File: config.mk
export PLATFORM = sky130hd
export DESIGN_NAME = sfx_sequencer_flat
export DESIGN_NICKNAME = d
export VERILOG_FILES = /design/src/rtl/sfx_sequencer_if.sv /design/src/rtl/sfx_sequencer.sv /design/src/flat_wrapper.sv
export SDC_FILE = /design/constraint.sdc
export NUM_CORES = 1
export LEC_CHECK = 0
export ABC_AREA = 1
export BUFFER_PORTS_ARGS = -buffer_cell sky130_fd_sc_hd__buf_2
export CORE_MARGIN = 2
export CORE_UTILIZATION = 39
export DETAILED_ROUTE_END_ITERATION = 10
export SLEW_MARGIN = 20
export SYNTH_ARGS = -nofsm -noshare
export SYNTH_HDL_FRONTEND = slang
export SYNTH_SLANG_ARGS = --single-unit
File: constraint.sdc
create_clock -name CLK -period 3.9 [get_ports CLK]
set_input_delay 0.195 -clock CLK [delete_from_list [all_inputs] [get_ports CLK]]
set_output_delay 0.195 -clock CLK [all_outputs]
set_load 0.02 [all_outputs]
File: src/rtl/sfx_sequencer_if.sv
`default_nettype none
// ============================================================================
// Module   : sfx_sequencer_if
// Purpose  : Event strobes in and tone control out between game logic and
//            the sound-effect sequencer.
// Revision : 1.0  initial release
// ============================================================================
interface sfx_sequencer_if;
    logic        EVT_WALL;
    logic        EVT_PADDLE;
    logic        EVT_BRICK;
    logic        EVT_MISS;
    logic        MUTE;
    logic [15:0] HALF_PERIOD;
    logic        ENABLE;
    logic        BUSY;

    // master: game logic raising events; slave: the sequencer
    modport master (
        output EVT_WALL, EVT_PADDLE, EVT_BRICK, EVT_MISS, MUTE,
        input  HALF_PERIOD, ENABLE, BUSY
    );

    modport slave (
        input  EVT_WALL, EVT_PADDLE, EVT_BRICK, EVT_MISS, MUTE,
        output HALF_PERIOD, ENABLE, BUSY
    );
endinterface
`default_nettype wire

File: src/rtl/sfx_sequencer.sv
`default_nettype none
// ============================================================================
// Module   : sfx_sequencer
// Purpose  : Turns game-event strobes into prioritised, timed tone sequences
//            for the square-wave synth.
// Revision : 1.0  initial release
// ============================================================================
module sfx_sequencer #(
    parameter int TICK_CYCLES = 50000
) (
    input  logic           CLK,
    input  logic           RESET,
    sfx_sequencer_if.slave bus
);

    typedef enum logic [0:0] {
        S_IDLE = 1'b0,
        S_PLAY = 1'b1
    } state_t;

    localparam logic [15:0] c_tick_last = 16'(TICK_CYCLES - 1);

    // Effect codes double as priority: WALL=0 .. MISS=3
    function automatic logic [15:0] f_half(input logic [1:0] eff, input logic [1:0] idx);
        logic [15:0] v;
        v = 16'd0;
        case ({eff, idx})
            4'b00_00: v = 16'd25000;
            4'b01_00: v = 16'd18000;
            4'b10_00: v = 16'd12000;
            4'b10_01: v = 16'd9000;
            4'b11_00: v = 16'd20000;
            4'b11_01: v = 16'd25000;
            4'b11_10: v = 16'd30000;
            4'b11_11: v = 16'd40000;
            default:  v = 16'd0;
        endcase
        return v;
    endfunction

    function automatic logic [7:0] f_dur(input logic [1:0] eff);
        logic [7:0] v;
        case (eff)
            2'd0:    v = 8'd20;
            2'd1:    v = 8'd40;
            2'd2:    v = 8'd30;
            default: v = 8'd100;
        endcase
        return v;
    endfunction

    function automatic logic [1:0] f_last(input logic [1:0] eff);
        logic [1:0] v;
        case (eff)
            2'd2:    v = 2'd1;
            2'd3:    v = 2'd3;
            default: v = 2'd0;
        endcase
        return v;
    endfunction

    state_t      r_state;
    logic [3:0]  r_evt_prev;
    logic [1:0]  r_effect;
    logic [1:0]  r_note_idx;
    logic [15:0] r_presc;
    logic [7:0]  r_note_cnt;
    logic [15:0] r_half;
    logic        r_enable;
    logic        r_busy;

    logic [3:0]  w_evt;
    logic [3:0]  w_rise;
    logic [1:0]  w_new_pri;
    logic        w_accept;
    logic        w_wrap;
    logic        w_note_end;

    assign w_evt  = {bus.EVT_MISS, bus.EVT_BRICK, bus.EVT_PADDLE, bus.EVT_WALL};
    assign w_rise = w_evt & ~r_evt_prev;

    always_comb begin
        w_new_pri = 2'd0;
        if (w_rise[3])      w_new_pri = 2'd3;
        else if (w_rise[2]) w_new_pri = 2'd2;
        else if (w_rise[1]) w_new_pri = 2'd1;
    end

    assign w_accept   = (|w_rise) && ((r_state == S_IDLE) || (w_new_pri >= r_effect));
    assign w_wrap     = (r_presc == c_tick_last);
    // Counter reads duration-1 during the final tick of the note
    assign w_note_end = w_wrap && (r_note_cnt == (f_dur(r_effect) - 8'd1));

    always_ff @(posedge CLK) begin
        if (RESET) begin
            r_state    <= S_IDLE;
            r_evt_prev <= 4'd0;
            r_effect   <= 2'd0;
            r_note_idx <= 2'd0;
            r_presc    <= 16'd0;
            r_note_cnt <= 8'd0;
            r_half     <= 16'd0;
            r_enable   <= 1'b0;
            r_busy     <= 1'b0;
        end else begin
            r_evt_prev <= w_evt;
            if (w_accept) begin
                r_state    <= S_PLAY;
                r_effect   <= w_new_pri;
                r_note_idx <= 2'd0;
                r_presc    <= 16'd0;
                r_note_cnt <= 8'd0;
                r_half     <= f_half(w_new_pri, 2'd0);
                r_enable   <= ~bus.MUTE;
                r_busy     <= 1'b1;
            end else if (r_state == S_PLAY) begin
                r_enable <= ~bus.MUTE;
                if (w_wrap) begin
                    r_presc <= 16'd0;
                    if (w_note_end) begin
                        r_note_cnt <= 8'd0;
                        if (r_note_idx == f_last(r_effect)) begin
                            r_state  <= S_IDLE;
                            r_half   <= 16'd0;
                            r_enable <= 1'b0;
                            r_busy   <= 1'b0;
                        end else begin
                            r_note_idx <= r_note_idx + 2'd1;
                            r_half     <= f_half(r_effect, r_note_idx + 2'd1);
                        end
                    end else begin
                        r_note_cnt <= r_note_cnt + 8'd1;
                    end
                end else begin
                    r_presc <= r_presc + 16'd1;
                end
            end
        end
    end

    assign bus.HALF_PERIOD = r_half;
    assign bus.ENABLE      = r_enable;
    assign bus.BUSY        = r_busy;

endmodule
`default_nettype wire

File: src/flat_wrapper.sv
// flat-port wrapper written by rule: the top's interface ports become plain ports
module sfx_sequencer_flat 
#(
    parameter int TICK_CYCLES = 50000
)
  (CLK, RESET, bus_EVT_WALL, bus_EVT_PADDLE, bus_EVT_BRICK, bus_EVT_MISS, bus_MUTE, bus_HALF_PERIOD, bus_ENABLE, bus_BUSY);
  sfx_sequencer_if bus_i ();
  input  logic CLK;
  input  logic RESET;
  input wire logic [$bits(bus_i.EVT_WALL)-1:0] bus_EVT_WALL;
  input wire logic [$bits(bus_i.EVT_PADDLE)-1:0] bus_EVT_PADDLE;
  input wire logic [$bits(bus_i.EVT_BRICK)-1:0] bus_EVT_BRICK;
  input wire logic [$bits(bus_i.EVT_MISS)-1:0] bus_EVT_MISS;
  input wire logic [$bits(bus_i.MUTE)-1:0] bus_MUTE;
  output wire logic [$bits(bus_i.HALF_PERIOD)-1:0] bus_HALF_PERIOD;
  output wire logic [$bits(bus_i.ENABLE)-1:0] bus_ENABLE;
  output wire logic [$bits(bus_i.BUSY)-1:0] bus_BUSY;
  assign bus_i.EVT_WALL = bus_EVT_WALL;
  assign bus_i.EVT_PADDLE = bus_EVT_PADDLE;
  assign bus_i.EVT_BRICK = bus_EVT_BRICK;
  assign bus_i.EVT_MISS = bus_EVT_MISS;
  assign bus_i.MUTE = bus_MUTE;
  assign bus_HALF_PERIOD = bus_i.HALF_PERIOD;
  assign bus_ENABLE = bus_i.ENABLE;
  assign bus_BUSY = bus_i.BUSY;
  sfx_sequencer #(.TICK_CYCLES(TICK_CYCLES)) u_core (.CLK(CLK), .RESET(RESET), .bus(bus_i));
endmodule
; ---- Word level (Yosys, flattened, before mapping)
; Memories as Yosys holds them, arrays and structs flattened.
; Index checks and enable logic that the tools add are counted.
[op_classes]
magnitude_cmp = 1
add_sub_neg = 4
eq_ne = 9
n_bitwise = 5
muxes = 33
reduce_logical = 15
[op_table]
columns = operator, n
row1 = 2-to-1 mux 16 bit, 6
row2 = one-hot mux 16 bit (4 select lines), 1
row3 = one-hot mux 7 bit (3 select lines), 1
row4 = "adder 16 x 1 -> 16 bit, second input constant", 1
row5 = "== test 16 bit, second input constant", 1
row6 = 2-to-1 mux 1 bit, 16
row7 = 2-to-1 mux 2 bit, 7
row8 = "adder 8 x 1 -> 8 bit, second input constant", 1
row9 = "== test 2 bit, second input constant", 4
row10 = == test 8 bit, 1
row11 = 2-to-1 mux 8 bit, 1
row12 = AND reduction 4 bit, 2
row13 = nonzero test 2 bit, 4
row14 = "subtractor 7 x 1 -> 8 bit, second input constant", 1
row15 = bitwise AND 4 bit, 1
row16 = "== test 2 x 1 -> 1 bit, second input constant", 2
row17 = logical NOT 2 bit, 2
row18 = inverter 4 bit, 1
row19 = one-hot mux 2 bit (2 select lines), 1
row20 = OR reduction 4 bit, 1
row21 = inverter 1 bit, 3
row22 = AND reduction 3 bit, 1
row23 = "adder 2 x 1 -> 2 bit, second input constant", 1
row24 = == test 2 bit, 1
row25 = 5 further kinds, 6
[totals]
input_bits = 7
n_memories = 1
reg_bits = 51
wordCells = 77
mem_bits_ro = 208
output_inout_bits = 18
[mem_list]
columns = memory, depth, width, rd, rd_ports_with_merged_regs, write_ports, line
row1 = (name not given), 16, 13, 1, 0, 0, sfx_sequencer.sv:27  ; case ({eff, idx})

; ---- Logic depth before layout (Yosys ltp)
[logic_depth]
word_depth = 16
depth_mapped = 17
depth_no_buf = 17

; ---- Least setup slack after synthesis
; OpenSTA, ideal clock, no wires.
[synth_timing]
path_type = reg-to-reg
startpoint = register u_core.r_effect[1]
endpoint = register u_core.r_half[5], in the netlist u_core.bus.HALF_PERIOD[5]
t_arrival_ns = 2.051
setup_slack_ns = 1.736
synth_period_minus_slack_ns = 2.164
stages_incl_launch_ff = 15
setup_ns = 0.113
path_buffers = 2
t_required_ns = 3.787
path_cell_list = dfxtp_1 -> buf_2 -> clkinv_2 -> ha_1 -> inv_1 -> nand3_1 -> nand2_1 -> nand3_1 -> a21oi_4 -> nand3_4 -> nand2_4 -> buf_12 -> nand2_1 -> nand2_1 -> nor2_1
[synth_via]
elab_chain_len = 13
elab_cells_between_ends = 28
classes_between = add/sub: 1 / order compare: 1 / eq/ne: 5 / mux: 12 / reduce/logical: 8 / memory: 1
[synth_lines]
columns = item, line
row1 = start: declaration, sfx_sequencer.sv:64  ; logic [1:0] r_effect;
row2 = start signal: assignment, sfx_sequencer.sv:109  ; r_effect <= w_new_pri;
row3 = == test 2 bit (on tied branches), "sfx_sequencer.sv:54, sfx_sequencer.sv:43"
row4 = one-hot mux 2 bit (2 select lines), sfx_sequencer.sv:54  ; case (eff)
row5 = 2-to-1 mux 2 bit, sfx_sequencer.sv:120  ; if (w_note_end) begin
row6 = 2-to-1 mux 2 bit, sfx_sequencer.sv:118  ; if (w_wrap) begin
row7 = 2-to-1 mux 2 bit, sfx_sequencer.sv:116  ; end else if (r_state == S_PLAY) begin
row8 = 2-to-1 mux 2 bit, sfx_sequencer.sv:107  ; if (w_accept) begin
row9 = 2-to-1 mux 2 bit, sfx_sequencer.sv:95  ; if (RESET) begin
row10 = == test 2 bit, sfx_sequencer.sv:122  ; if (r_note_idx == f_last(r_effect)) begin
row11 = 2-to-1 mux 16 bit, sfx_sequencer.sv:122
row12 = 2-to-1 mux 16 bit, sfx_sequencer.sv:120
row13 = 2-to-1 mux 16 bit, sfx_sequencer.sv:118
row14 = 2-to-1 mux 16 bit, sfx_sequencer.sv:116
row15 = 2-to-1 mux 16 bit, sfx_sequencer.sv:107
row16 = end signal: assignment, sfx_sequencer.sv:113  ; r_half <= f_half(w_new_pri, 2'd0);
row17 = end signal: assignment, sfx_sequencer.sv:129  ; r_half <= f_half(r_effect, r_note_idx + 2'd1);
row18 = end: declaration, sfx_sequencer.sv:68  ; logic [15:0] r_half;
; Parallel ways exist; a longest one is shown, timed or not. The select of a mux whose other input is x is not followed.
; A chain may end at the register's enable or synchronous reset.

; ---- Worst setup path after layout
[layout_timing]
startpoint = register u_core.r_evt_prev[2]
endpoint = register u_core.r_presc[12]
[layout_via]
elab_chain_len = 8
elab_cells_between_ends = 9
classes_between = order compare: 1 / mux: 2 / bitwise: 2 / reduce/logical: 4
[layout_lines]
columns = item, line
row1 = start: declaration, sfx_sequencer.sv:63  ; logic [3:0] r_evt_prev;
row2 = start signal: assignment, sfx_sequencer.sv:106  ; r_evt_prev <= w_evt;
row3 = inverter 4 bit, sfx_sequencer.sv:80  ; assign w_rise = w_evt & ~r_evt_prev;
row4 = bitwise AND 4 bit, sfx_sequencer.sv:80
row5 = 2-to-1 mux 2 bit, sfx_sequencer.sv:85  ; else if (w_rise[2]) w_new_pri = 2'd2;
row6 = 2-to-1 mux 2 bit, sfx_sequencer.sv:84  ; if (w_rise[3]) w_new_pri = 2'd3;
row7 = via u_core.w_new_pri[0], sfx_sequencer.sv:74  ; logic [1:0] w_new_pri;
row8 = greater-or-equal comparator 2 bit, sfx_sequencer.sv:89  ; assign w_accept = (|w_rise) && ((r_state == S_IDLE) || (w_new_pri >= r_effect));
row9 = logical OR 1 bit, sfx_sequencer.sv:89
row10 = logical AND 1 bit, sfx_sequencer.sv:89
row11 = OR reduction 2 bit (no line), n/a
row12 = end signal: assignment, sfx_sequencer.sv:135  ; r_presc <= r_presc + 16'd1;
row13 = end: declaration, sfx_sequencer.sv:66  ; logic [15:0] r_presc;
; The timed path passes the listed nets, and every way through them passes these cells.

==> out/summary.txt <==
===============================================================================================
Slew @ Worst Pin .................................................................       538 ps
Post-Synthesis Mean Instance Area ................................................     6.82 µm²
Number of register bits inferred by synthesis ....................................           48
Area of all sequential standard cells ............................................      961 µm²
Post-CTS setup buffer count ......................................................            0
Number of CTS-inserted buffers ...................................................            5
Post-synthesis sequential area ratio .............................................        31.9%
Cells after Synth ................................................................          442
Buf/Inv on CP ....................................................................            5
Predominant post-synthesis flop cell ............................................. sky130_fd_sc_hd__dfxtp_1
Count of endpoints failing hold in the final timing report .......................            0
Via count of the first global-routing pass .......................................        2,531
Clock tree from TritonCTS ........................................................         done
Clock input transition at the sequential cells of the worst setup and hold paths .        90 ps
Syn Std Cell Area ................................................................     3020 µm²
Initial antenna violation count ..................................................            0
Quantity of I/O buffers inserted on ports ........................................           21
Leading post-synthesis cells by cell area ........................................ sky130_fd_sc_hd__dfxtp_1 (32%), sky130_fd_sc_hd__nand2_1 (11%), sky130_fd_sc_hd__nor2_1 (8.3%), sky130_fd_sc_hd__ha_1 (7.9%), sky130_fd_sc_hd__inv_1 (7.2%)
Category of the worst setup path capture point ...................................    flip-flop
Most used cells in the layout excluding fill and tap cells ....................... sky130_fd_sc_hd__nand2_1 (87), sky130_fd_sc_hd__nor2_1 (67), sky130_fd_sc_hd__inv_1 (58)
Final wirelength .................................................................      6830 µm
Endpoint required time on the critical path ......................................      4160 ps
Setup_tns ........................................................................         0 ps
Biggest area consumer among synthesized cells .................................... sky130_fd_sc_hd__dfxtp_1
Path class of the lowest-slack min-delay path ....................................       in2reg
Top cell family by delay on the critical path .................................... simple AND/OR/NAND/NOR gates
First-pass GRT wire length .......................................................    11,800 µm
Synthesis warning total ..........................................................            0
Boundary Pins ....................................................................           25
Overall via count from detail_route ..............................................        2,797
Max VDD drop .....................................................................   0.000148 V
Design Power .....................................................................      1.12 mW
Async set or reset register ratio after synthesis ................................           0%
Cts repair resizes ...............................................................            0
CTS max path bufs ................................................................            2
Maximum number of pins on one net before global-route repair .....................           17
Net count, final .................................................................          489
Layout overhead on the synthesized area ..........................................        8.96%
Post-DR wirelength/cell ..........................................................      12.1 µm
Highest net fanout along the worst path ..........................................           13
Library cell used as clock root buffer ........................................... sky130_fd_sc_hd__clkbuf_8
Maximum clock frequency ..........................................................      366 MHz
Detailed-routing iteration count for the pre-antenna-repair pass .................            4
Floorplan die width ..............................................................      92.0 µm
Number of sinks driven by the clock tree .........................................           48
Row count ........................................................................           32
Setup clock skew after layout ....................................................      8.40 ps
Slack of the critical path .......................................................      1170 ps
CP Cell Sequence ................................................................. inv_1 > nand2_1 > inv_1 > o21ai_0 > inv_1 > ha_1 > inv_1 > nand2_1 > nand2_1 > nand3_1 > o21ai_4 > nand2_2 > nor2_4 > inv_2 > a31oi_1 > o21a_1
Number of vias per cell after detailed routing ...................................         4.94
Power density cells ..............................................................   342 nW/µm²
Number of inserted filler cells in the final layout ..............................          813
Cell area after placement ........................................................     3190 µm²
Final weighted congestion in routability-driven placement ........................        0.920
Placeable Area ...................................................................     7610 µm²
Reg2reg path depth ...............................................................           16
Unrepaired setup endpoints after global routing ..................................           no
Remaining antenna violation count ................................................            0
Worst rel slew slack .............................................................        64.1%
Sum of overflow across all layers after global routing ...........................            0
Run status .......................................................................    completed
Hold Worst Slack .................................................................      89.7 ps
Startpoint of the worst register-to-register path ................................ u_core.r_evt_prev[2]$_SDFF_PP0_
Number of remaining DRC errors ...................................................            0
Hold_buf cts .....................................................................            0
Area of the multi-input gates ....................................................     1750 µm²
Antenna Cells ....................................................................            0
Worst reg-to-reg setup slack .....................................................      1170 ps
Starting utilization of the core area ............................................        39.7%
Final critical-path share of the clock period ....................................        70.0%
Full die area ....................................................................     8450 µm²
WS Path Type .....................................................................      reg2reg
Final std cell area, no fill .....................................................     3290 µm²
Number of distinct library cells after synthesis .................................           43
Most frequent cell on the critical path .......................................... sky130_fd_sc_hd__inv_1
Commonest non-fill, non-tap cell in the layout ................................... sky130_fd_sc_hd__nand2_1
Ratio of cells with drive above 1 in the final layout ............................        13.6%
Detailed Route Iter0 Violations ..................................................          169
Setup crit start ................................................................. u_core.r_evt_prev[2]$_SDFF_PP0_
HPWL reported at the end of detailed placement ...................................      5190 µm
Worst reg2reg path endpoint ...................................................... u_core.r_presc[12]$_SDFFE_PP0P_
Total leakage power ..............................................................      1.38 nW
Slowest library cell on the worst path ........................................... sky130_fd_sc_hd__dfxtp_1
# Max-Cap Violations .............................................................            0
Total number of cells along the worst setup path .................................           16
Setup violations, final ..........................................................            0
Capturing element of the worst setup path ........................................ u_core.r_presc[12]$_SDFFE_PP0P_
Arrival time at the worst endpoint ...............................................      2990 ps
Number of levels in the clock H-tree .............................................            2
Critical path launch point type ..................................................    flip-flop
Period minus WS final ............................................................      2730 ps
Die outline height ...............................................................      92.0 µm
Post-place setup slack ...........................................................      1180 ps
Global Route Usage Sum ...........................................................        17.1%
Fraction of synthesized cell area taken by the top area cell type ................        31.9%
Clock Latency Late Sink ..........................................................       310 ps
Count of flip-flops with a built-in enable after synthesis .......................            0
Final Max Slew Viols .............................................................            0
Maximum cell stage delay along the critical path .................................       320 ps
===============================================================================================
## final cells by class
class                   count  share of cell area [%]
clock buffers               7                    2.63
clock inverters             1                   0.228
inverters                  65                    7.46
multi-input cells         322                    53.4
flip-flops and latches     48                    29.2
well taps                 102                    3.88
repair buffers             21                    3.20
## synthesized netlist by cell type, types with 2 or more instances
cell type	number
sky130_fd_sc_hd__o22ai_1	5
sky130_fd_sc_hd__ha_1	19
sky130_fd_sc_hd__a21oi_1	23
sky130_fd_sc_hd__inv_2	6
sky130_fd_sc_hd__nor2_1	67
sky130_fd_sc_hd__o21ai_0	20
sky130_fd_sc_hd__a31oi_1	4
sky130_fd_sc_hd__nand2_1	87
sky130_fd_sc_hd__buf_4	3
sky130_fd_sc_hd__nand4_1	7
sky130_fd_sc_hd__o21ai_1	5
sky130_fd_sc_hd__dfxtp_1	48
sky130_fd_sc_hd__a21oi_2	4
sky130_fd_sc_hd__o21a_1	3
sky130_fd_sc_hd__nor2_4	6
sky130_fd_sc_hd__clkbuf_1	3
sky130_fd_sc_hd__xor2_1	4
sky130_fd_sc_hd__inv_1	58
sky130_fd_sc_hd__buf_2	2
sky130_fd_sc_hd__nor3_1	15
sky130_fd_sc_hd__nand2_2	7
sky130_fd_sc_hd__nand3_1	25
## worst reg2reg max path, delay by kind of cell, from the launching register on
family	cells	cell delay [ps]
flip-flops	1	320
AND/OR/NAND/NOR	6	820
AO/OA/AOI/OAI	4	800
adder cells (fa/ha/maj)	1	290
buffers and inverters	5	440
## how the worst min path moves through the flow
stage	cells after the start	slack [ps]	to	from
final	3	90	u_core.r_evt_prev[3]$_SDFF_PP0_	bus_EVT_MISS
after floorplan	2	300	u_core.r_evt_prev[1]$_SDFF_PP0_	bus_EVT_PADDLE
after detailed placement	3	420	u_core.r_evt_prev[2]$_SDFF_PP0_	bus_EVT_BRICK
after global placement	3	410	u_core.r_evt_prev[0]$_SDFF_PP0_	bus_EVT_WALL
after CTS	3	80	u_core.r_evt_prev[2]$_SDFF_PP0_	bus_EVT_BRICK
after global routing	3	80	u_core.r_evt_prev[3]$_SDFF_PP0_	bus_EVT_MISS
## per-layer routing
| layer | wire length, µm | vias up | global-route usage [%] |
|---|---|---|---|
| met5 | 0 | - | 0 |
| met4 | 85 | 0 | 4.85 |
| met3 | 301 | 8 | 2.30 |
| met2 | 2940 | 76 | 26.9 |
| met1 | 3500 | 1255 | 24.5 |
| li1 | - | 1458 | - |
## stage by stage
step | utilization, % | instances
3_3_place_gp | 42.0 | 558
3_5_place_dp | 42.0 | 558
4_1_cts | 43.2 | 566
2_1_floorplan | - | 444
6_report | 43.2 | 566
5_1_grt | 43.2 | 566
## flip-flops by register name, indices dropped and copies added, names as in the netlist
register and count:
u_core.r_evt_prev 4, u_core.r_effect 2, u_core.bus.ENABLE 1, u_core.r_state 1, u_core.r_note_idx 2, u_core.r_presc 16, u_core.r_note_cnt 8, u_core.bus.BUSY 1
u_core.bus.HALF_PERIOD 13
## report_power, final
part           switching (mW)  internal [mW]  leakage, nW  total [mW]
sequential             0.0233          0.516        0.392       0.540
clock                   0.175          0.144       0.0445       0.319
combinational           0.180         0.0858        0.943       0.266
total                   0.378          0.747         1.38        1.12
## cell families (layout without fill, tap and decap cells)
family          count (synthesis)  count (layout)  synth area share (%)
simple gates                  225             225                  34.6
buf+inv                        74              94                  10.2
compound gates                 71              71                  14.1
flops                          48              48                  31.9
fa+ha+maj                      19              19                  7.88
xor+xnor                        4               4                  1.16
other cells                     1               3                 0.124
(Power assumes the default switching activity.)
